### config.mk
export PLATFORM = sky130hd
export DESIGN_NAME = div_pipe_param
export DESIGN_NICKNAME = d
export VERILOG_FILES = /design/src/rtl/div_pipe_param_pkg.sv /design/src/rtl/div_pipe_param_stage.sv /design/src/rtl/div_pipe_param.sv
export SDC_FILE = /design/constraint.sdc
export NUM_CORES = 2
export LEC_CHECK = 0
export BUFFER_PORTS_ARGS = -buffer_cell sky130_fd_sc_hd__buf_2
export CAP_MARGIN = 20
export CORE_MARGIN = 2
export CORE_UTILIZATION = 25
export DETAILED_ROUTE_END_ITERATION = 8
export PLACE_DENSITY = 0.44
export SETUP_SLACK_MARGIN = 0.05
export SLEW_MARGIN = 10
export SYNTH_ARGS = -nofsm -noshare
export SYNTH_HDL_FRONTEND = slang
export SYNTH_SLANG_ARGS = --single-unit
### constraint.sdc
create_clock -name clk -period 5.16 [get_ports clk]
set_input_delay 1.548 -clock clk [delete_from_list [all_inputs] [get_ports clk]]
set_output_delay 1.548 -clock clk [all_outputs]
set_load 0.02 [all_outputs]
### src/rtl/div_pipe_param_pkg.sv
// div_pipe_param_pkg: remainder sign encodings and latency helper for the pipelined divider
package div_pipe_param_pkg;
   typedef enum logic {REM_MAG = 1'b0, REM_NUMER = 1'b1} rem_mode_e;
   function automatic int latency(input int widthn);
      return widthn + 2;
   endfunction
endpackage

### src/rtl/div_pipe_param_stage.sv
// div_pipe_param_stage: one restoring step, shifts in one quotient bit (MSB first)
module div_pipe_param_stage #(
   parameter int WIDTHN = 27,
   parameter int WIDTHD = 21,
   parameter int TAG_W  = 4
) (
   input  logic              clk,
   input  logic              reset,
   input  logic              clken,
   input  logic              i_valid,
   input  logic [TAG_W-1:0]  i_tag,
   input  logic              i_nsign,
   input  logic              i_dsign,
   input  logic              i_dbz,
   input  logic [WIDTHD-1:0] i_rem,
   input  logic [WIDTHN-1:0] i_n,
   input  logic [WIDTHD-1:0] i_d,
   output logic              o_valid,
   output logic [TAG_W-1:0]  o_tag,
   output logic              o_nsign,
   output logic              o_dsign,
   output logic              o_dbz,
   output logic [WIDTHD-1:0] o_rem,
   output logic [WIDTHN-1:0] o_n,
   output logic [WIDTHD-1:0] o_d
);
   logic [WIDTHD:0]   w_trial;
   logic              w_ge;
   logic [WIDTHD-1:0] w_rem;
   assign w_trial = {i_rem, i_n[WIDTHN-1]};
   assign w_ge    = w_trial >= {1'b0, i_d};
   assign w_rem   = w_ge ? WIDTHD'(w_trial - {1'b0, i_d}) : w_trial[WIDTHD-1:0];
   always_ff @(posedge clk)
      if (reset) o_valid <= 1'b0;
      else if (clken) o_valid <= i_valid;
   // o_n doubles as numerator shifter and quotient accumulator
   always_ff @(posedge clk)
      if (clken) begin
         o_tag   <= i_tag;
         o_nsign <= i_nsign;
         o_dsign <= i_dsign;
         o_dbz   <= i_dbz;
         o_rem   <= w_rem;
         o_n     <= {i_n[WIDTHN-2:0], w_ge};
         o_d     <= i_d;
      end
endmodule

### src/rtl/div_pipe_param.sv
// div_pipe_param: fully pipelined signed/unsigned divider, WIDTHN+2 enabled cycles latency
// Input stage takes magnitudes, WIDTHN restoring stages, output stage restores signs.
module div_pipe_param
   import div_pipe_param_pkg::*;
#(
   parameter int WIDTHN   = 27,
   parameter int WIDTHD   = 21,
   parameter int SIGNED   = 0,
   parameter int REM_MODE = 0,
   parameter int TAG_W    = 4
) (
   input  logic              clk,
   input  logic              reset,
   input  logic              clken,
   input  logic              in_valid,
   input  logic [TAG_W-1:0]  in_tag,
   input  logic [WIDTHN-1:0] numer,
   input  logic [WIDTHD-1:0] denom,
   output logic              out_valid,
   output logic [TAG_W-1:0]  out_tag,
   output logic [WIDTHN-1:0] quotient,
   output logic [WIDTHD-1:0] remain,
   output logic              div_by_zero
);
   logic              w_v   [0:WIDTHN];
   logic [TAG_W-1:0]  w_tag [0:WIDTHN];
   logic              w_ns  [0:WIDTHN];
   logic              w_ds  [0:WIDTHN];
   logic              w_z   [0:WIDTHN];
   logic [WIDTHD-1:0] w_rem [0:WIDTHN];
   logic [WIDTHN-1:0] w_n   [0:WIDTHN];
   logic [WIDTHD-1:0] w_d   [0:WIDTHN];
   logic              r_v, r_ns, r_ds, r_z;
   logic [TAG_W-1:0]  r_tag;
   logic [WIDTHN-1:0] r_n;
   logic [WIDTHD-1:0] r_d;
   logic              w_nneg, w_dneg, w_rneg;
   assign w_nneg = (SIGNED != 0) && numer[WIDTHN-1];
   assign w_dneg = (SIGNED != 0) && denom[WIDTHD-1];
   always_ff @(posedge clk)
      if (reset) r_v <= 1'b0;
      else if (clken) r_v <= in_valid;
   // negating the most negative value yields 2^(W-1), which is the correct unsigned magnitude
   always_ff @(posedge clk)
      if (clken) begin
         r_tag <= in_tag;
         r_ns  <= w_nneg;
         r_ds  <= w_dneg;
         r_z   <= denom == '0;
         r_n   <= w_nneg ? -numer : numer;
         r_d   <= w_dneg ? -denom : denom;
      end
   assign w_v[0]   = r_v;
   assign w_tag[0] = r_tag;
   assign w_ns[0]  = r_ns;
   assign w_ds[0]  = r_ds;
   assign w_z[0]   = r_z;
   assign w_rem[0] = '0;
   assign w_n[0]   = r_n;
   assign w_d[0]   = r_d;
   for (genvar i = 0; i < WIDTHN; i++) begin : g_stage
      div_pipe_param_stage #(.WIDTHN(WIDTHN), .WIDTHD(WIDTHD), .TAG_W(TAG_W)) u_stage (
         .clk(clk), .reset(reset), .clken(clken),
         .i_valid(w_v[i]), .i_tag(w_tag[i]), .i_nsign(w_ns[i]), .i_dsign(w_ds[i]), .i_dbz(w_z[i]),
         .i_rem(w_rem[i]), .i_n(w_n[i]), .i_d(w_d[i]),
         .o_valid(w_v[i+1]), .o_tag(w_tag[i+1]), .o_nsign(w_ns[i+1]), .o_dsign(w_ds[i+1]), .o_dbz(w_z[i+1]),
         .o_rem(w_rem[i+1]), .o_n(w_n[i+1]), .o_d(w_d[i+1])
      );
   end
   assign w_rneg = (REM_MODE == int'(REM_NUMER)) && w_ns[WIDTHN];
   always_ff @(posedge clk)
      if (reset) begin
         out_valid   <= 1'b0;
         out_tag     <= '0;
         quotient    <= '0;
         remain      <= '0;
         div_by_zero <= 1'b0;
      end else if (clken) begin
         out_valid   <= w_v[WIDTHN];
         out_tag     <= w_tag[WIDTHN];
         div_by_zero <= w_v[WIDTHN] & w_z[WIDTHN];
         quotient    <= w_z[WIDTHN] ? '1 : (w_ns[WIDTHN] ^ w_ds[WIDTHN]) ? -w_n[WIDTHN] : w_n[WIDTHN];
         remain      <= w_z[WIDTHN] ? '0 : w_rneg ? -w_rem[WIDTHN] : w_rem[WIDTHN];
      end
endmodule

* Word level (Yosys, flattened, before mapping)
Index checks and enable logic that the tools add are counted.
** Operators by class
- $add $sub $neg :: 27
- $lt $le $gt $ge :: 27
- Muxes and demuxes :: 29
- Bitwise logic cells :: 1
- Reductions and logical operators :: 1
** Operator list (count)
- >= comparator 22 x 21 -> 1 bit :: 26
- 2-to-1 mux 21 bit :: 27
- subtractor 21 bit :: 26
- 2-to-1 mux 27 bit :: 1
- >= comparator 1 x 21 -> 1 bit :: 1
- zero test 21 bit :: 1
- subtractor 1 x 21 -> 21 bit :: 1
- AND 1 bit :: 1
- 2-to-1 mux 1 bit :: 1
** Word-level totals
- Flip-flop bits (word level) :: 2112
- Word-level logic and storage cells :: 257

* Logic depth before layout (Yosys ltp)
- Depth in word-level cells :: 2
- Gate-level depth with buffers :: 15
- Mapped depth without buffers :: 13

* Modules after synthesis
Synthesis repeated with hierarchy kept, for this count alone.
** Unflattened totals
- Cells, all modules :: 8529
- Area, all modules :: 109487.5 um^2
** By module, submodules not included
- div_pipe_param_stage at g_stage[12].u_stage ... :: times used 18, cells each 306, area each 3956.3 um^2, seq. area each 2302.2 um^2
- div_pipe_param_stage at g_stage[0].u_stage ... :: times used 8, cells each 297, area each 3782.4 um^2, seq. area each 2302.2 um^2
- div_pipe_param :: times used 1, cells each 347, area each 4101.4 um^2, seq. area each 2692.6 um^2
- div_pipe_param_stage at g_stage[19].u_stage :: times used 1, cells each 298, area each 3913.8 um^2, seq. area each 2302.2 um^2

* Least setup slack after synthesis
OpenSTA, ideal clock, no wires.
- Kind :: register -> register
- Start point :: register g_stage[20].u_stage.o_n[26]
- End point :: register g_stage[21].u_stage.o_rem[1], data pin
- Arrival :: 3192 ps
- Setup slack :: 1708 ps
- Stages on the path, launching flop included :: 14
- Path buffers :: 1
- Cells stage by stage :: edfxtp_1 -> inv_1 -> ha_1 -> inv_1 -> fa_1 -> a21o_1 -> a221o_1 -> a21oi_1 -> a31oi_1 -> a221oi_1 -> a21oi_1 -> o32ai_1 -> buf_2 -> mux2_2
** On the way
- Longest elaborated chain between the ends :: 2
** Ends and longest elaborated chain
- start, declared :: line div_pipe_param_stage.sv:24 : output logic [WIDTHN-1:0] o_n,
- start signal, assigned :: line div_pipe_param_stage.sv:44 : o_n <= {i_n[WIDTHN-2:0], w_ge};
- subtractor 21 bit / >= comparator 22 x 21 -> 1 bit (equally long branches) :: line div_pipe_param_stage.sv:32, div_pipe_param_stage.sv:31
- 2-to-1 mux 21 bit * :: line div_pipe_param_stage.sv:32 : assign w_rem = w_ge ? WIDTHD'(w_trial - {1'b0, i_d}) : w_trial[WIDTHD-1:0];
- net g_stage[21].u_stage.w_rem[1] :: line div_pipe_param_stage.sv:29 : logic [WIDTHD-1:0] w_rem;
- end signal, assigned :: line div_pipe_param_stage.sv:43 : o_rem <= w_rem;
- end, declared :: line div_pipe_param_stage.sv:23 : output logic [WIDTHD-1:0] o_rem,
Mark *: on every way through the listed nets, which the timed path passes. The rest lies on a longest branch.
A chain may end at the register's enable or synchronous reset.

* Worst setup path in the final report
- Start point :: register g_stage[1].u_stage.o_n[26]
- End point :: register g_stage[2].u_stage.o_rem[8], data pin
** On the way
- Longest elaborated chain between the ends :: 2
** Ends and longest elaborated chain (line)
- start, declared :: div_pipe_param_stage.sv:24
- start signal, assigned :: div_pipe_param_stage.sv:44
- subtractor 21 bit / >= comparator 22 x 21 -> 1 bit (equally long branches) :: div_pipe_param_stage.sv:32, div_pipe_param_stage.sv:31
- 2-to-1 mux 21 bit * :: div_pipe_param_stage.sv:32
- net g_stage[2].u_stage.w_rem[8] :: div_pipe_param_stage.sv:29
- end signal, assigned :: div_pipe_param_stage.sv:43
- end, declared :: div_pipe_param_stage.sv:23
Marked as above.

==> results.yml <==
critical_path:
  crit_buf_inv: 2
  rrSetupSlack_ns: 0.95
  critPathLaunchType: "flop"
  r2r_cells: 13
  critPathKind: "flop to flop"
  slowest_stage: "a211o_1"
  path_cells: "inv_1 > ha_1 > inv_1 > fa_1 > a21o_1 > a21oi_1 > o21bai_1 > a221oi_1 > o31ai_1 > a21oi_1 > o21ai_0 > a211o_1 > mux2_2"
  r2r-start: "g_stage[1].u_stage.o_n[26]$_DFFE_PP_"
  max_stage_delay_ns: 0.68
  cp.required_ns: 5.77
  crit_fanout: 22
  r2r-end: "g_stage[2].u_stage.o_rem[8]$_DFFE_PP_"
  crit_family: "compound AO/OA/AOI/OAI gates"
  arrival_ns: 4.82
  end_kind: "flop"
pwr:
  p_int_mw: 43.9
  power_density_nw_per_um2: 586
  p_sw_mw: 22.1
  sw_frac_of_total: 0.335
  p_comb_frac: 0.350
  leakage_nw: 43.1
  power_frac_seq: 0.387
  peakVddDrop_v: 0.000302
  p_clk_frac: 0.263
detailed_routing:
  wl_per_cell_microns: 16.7
  drc_errors: 0
  ant_nets: 0
  dr.pass1.iters: 5
  drt_iter0_markers: 3611
  viasPerCell: 4.34
  vias: 56435
  wirelength_microns: 217000
final_layout:
  nets: 8259
  layout_common_cells: "edfxtp_1, inv_1, ha_1"
  final_common_cell: "edfxtp_1"
  post-route-util: 0.292
  syn2layout_area_growth_pct: 16.0
  drive_gt1_frac: 0.107
worst_hold_path:
  min_to: "g_stage[18].u_stage.o_n[25]$_DFFE_PP_"
  hp-class: "flop to flop"
  hold_depth: 0
  worstHoldStart: "g_stage[17].u_stage.o_n[24]$_DFFE_PP_"
die:
  rows: 228
  start_util: 0.251
  core_area_sq_um: 386000
  io_pins: 110
  die-area_sq_um: 393000
  die_h_microns: 627
  die_x_microns: 627
clock_network:
  cts.reportedPaths.clkPinSlew_ns: 0.06
  cts_setup_buffers: 0
  cts_resized: 0
  clock_path_buffers: 4
  cts_max_level: 4
  cts_tree: "yes"
  cts_sinks: 2112
  ctsHoldBuffers: 0
  root_buffer: "clkbuf_16"
  worstSkewPairLatency_ns: 0.89
  numCtsBuffers: 242
sta:
  finalSetupViolations: 0
  fin_crit_ns: 4.21
  finClkSkew_ns: 0.0637
  worst_pin_slew_ns: 1.03
  max_freq_ghz: 0.238
  rsz0062_at_grt: "false"
  timing.final.crit_share: 0.816
  hold_viol: 0
  drv_slew: 0
  fin_tns_setup_ns: 0
  slew_headroom: 0.309
global_route:
  antenna_found_initial: 3
  grt_pass1_wl_microns: 337000
  grt_max_degree: 151
  grt_pass1_vias: 57374
  grt_usage: 0.108
  overflow: 0
synth:
  ys_async_sr_fraction: 0
  synth_ff_type: "edfxtp_1"
  synth_cell_type_count: 83
  yosysWarnings: 0
  seq_area_frac_synth: 0.645
  synth_edf_count: 2030
  synth_cells: 7327
  synth_area_per_cell_sq_um: 13.3
  syn_nets: 7957
  synth.cell_area_sq_um: 97100
  synth_seq_cells: 2112
placed_design:
  hpwl_microns: 156000
  placement.io_buffers: 109
  gp_congestion: 0.867
outcome:
  status: "complete, no violations"
job:
  cap_violations: 0
[per-stage QoR]
stage,instances,instance area (sq um),total power [mW],hold slack [ns],setup WS [ns]
after CTS,13002,113000,66.9,0.365,0.946
after global placement,12558,105000,48.8,0.400,1.03
after floorplan,7327,97100,42.3,0.400,1.71
after detailed placement,12558,105000,48.9,0.405,0.975
after global routing,13004,113000,70.6,0.376,0.603
final,13006,113000,66.0,0.376,0.951
[routing by layer]
metal	vias to the layer above	track usage	share of wire
li1	27740	-	-
met1	27302	0.146	0.47
met2	1025	0.179	0.46
met3	368	0.0175	0.042
met4	0	0.0314	0.027
met5	-	0	0
[power by group through the flow]
| stage | logic (mW) | registers (mW) | clock network, mW |
|---|---|---|---|
| after global placement | 22.7 | 26.0 | 0 |
| after global routing | 25.9 | 25.9 | 18.7 |
| after floorplan | 17.5 | 24.8 | 0 |
| after CTS | 23.1 | 25.7 | 18.1 |
| final | 23.1 | 25.5 | 17.4 |
| after detailed placement | 22.9 | 26.0 | 0 |
[worst max-delay path by stage]
stage	from	to	slack, ns	cells past startpoint
6_report	g_stage[1].u_stage.o_n[26]$_DFFE_PP_	g_stage[2].u_stage.o_rem[8]$_DFFE_PP_	0.95	13
2_1_floorplan	g_stage[20].u_stage.o_n[26]$_DFFE_PP_	g_stage[21].u_stage.o_rem[1]$_DFFE_PP_	1.71	13
4_1_cts	g_stage[1].u_stage.o_n[26]$_DFFE_PP_	g_stage[2].u_stage.o_rem[8]$_DFFE_PP_	0.95	13
5_1_grt	g_stage[1].u_stage.o_n[26]$_DFFE_PP_	g_stage[2].u_stage.o_rem[7]$_DFFE_PP_	0.60	13
3_3_place_gp	g_stage[1].u_stage.o_n[26]$_DFFE_PP_	g_stage[2].u_stage.o_rem[3]$_DFFE_PP_	1.03	13
3_5_place_dp	g_stage[1].u_stage.o_n[26]$_DFFE_PP_	g_stage[2].u_stage.o_rem[11]$_DFFE_PP_	0.97	13
[synth_stat cells, types with 11 or more instances]
library cell | n | area (sq um)
edfxtp_1 | 2030 | 61000
inv_1 | 726 | 2730
ha_1 | 548 | 6860
a21oi_1 | 502 | 2510
o21ai_0 | 425 | 2130
nand2_1 | 423 | 1590
nor2_1 | 400 | 1500
xnor2_1 | 265 | 2320
a21o_1 | 251 | 1880
mux2_2 | 225 | 2530
xor2_1 | 171 | 1500
clkbuf_1 | 100 | 375
nand3_1 | 98 | 490
dfxtp_1 | 82 | 1640
o21bai_1 | 75 | 563
nor2b_1 | 74 | 463
nor3_1 | 74 | 370
nand4_1 | 71 | 444
nand2b_1 | 57 | 357
mux2i_1 | 54 | 541
o21a_1 | 53 | 398
and3_1 | 49 | 307
a31oi_1 | 47 | 294
nor4_1 | 43 | 269
o22ai_1 | 38 | 238
o31ai_1 | 38 | 285
a211oi_1 | 33 | 248
o211ai_1 | 32 | 240
fa_1 | 26 | 521
a21boi_0 | 25 | 188
buf_2 | 25 | 125
or3_1 | 24 | 150
or2_2 | 19 | 119
a2111oi_0 | 13 | 114
buf_1 | 13 | 48.8
a211o_1 | 12 | 105
a221oi_1 | 11 | 96.3
[flip-flops by register name (all words and copies together), names as in the netlist]
signal / cells
div_by_zero: 1
out_valid: 1
quotient: 27
g_stage.u_stage.o_d: 546
r_n: 27
g_stage.u_stage.o_n: 729
r_d: 21
r_z: 1
g_stage.u_stage.o_rem: 567
r_v: 1
remain: 21
out_tag: 4
g_stage.u_stage.o_tag: 108
g_stage.u_stage.o_valid: 27
r_tag: 4
g_stage.u_stage.o_dbz: 27
[cells by family after synthesis]
logic type	after synthesis	share of synthesized area
AO/OA/AOI/OAI	1667	0.107
XOR/XNOR	436	0.0393
AND/OR/NAND/NOR	1395	0.0677
adder cells (fa/ha/maj)	574	0.0760
buffers and inverters	864	0.0337
flip-flops	2112	0.645
multiplexers	279	0.0317
[cell type report]
cell class	count	area, sq um
Clock inverter	155	1690
Antenna cell	2	5.00
Timing Repair Buffer	196	1450
Clock buffer	289	6340
Tap cell	5175	6470
Sequential cell	2112	62600
Inverter	726	2730
Multi-Input combinational cell	4351	31300
Fill cell	39007	274000
Note: power is estimated with default switching activity, not from simulation.
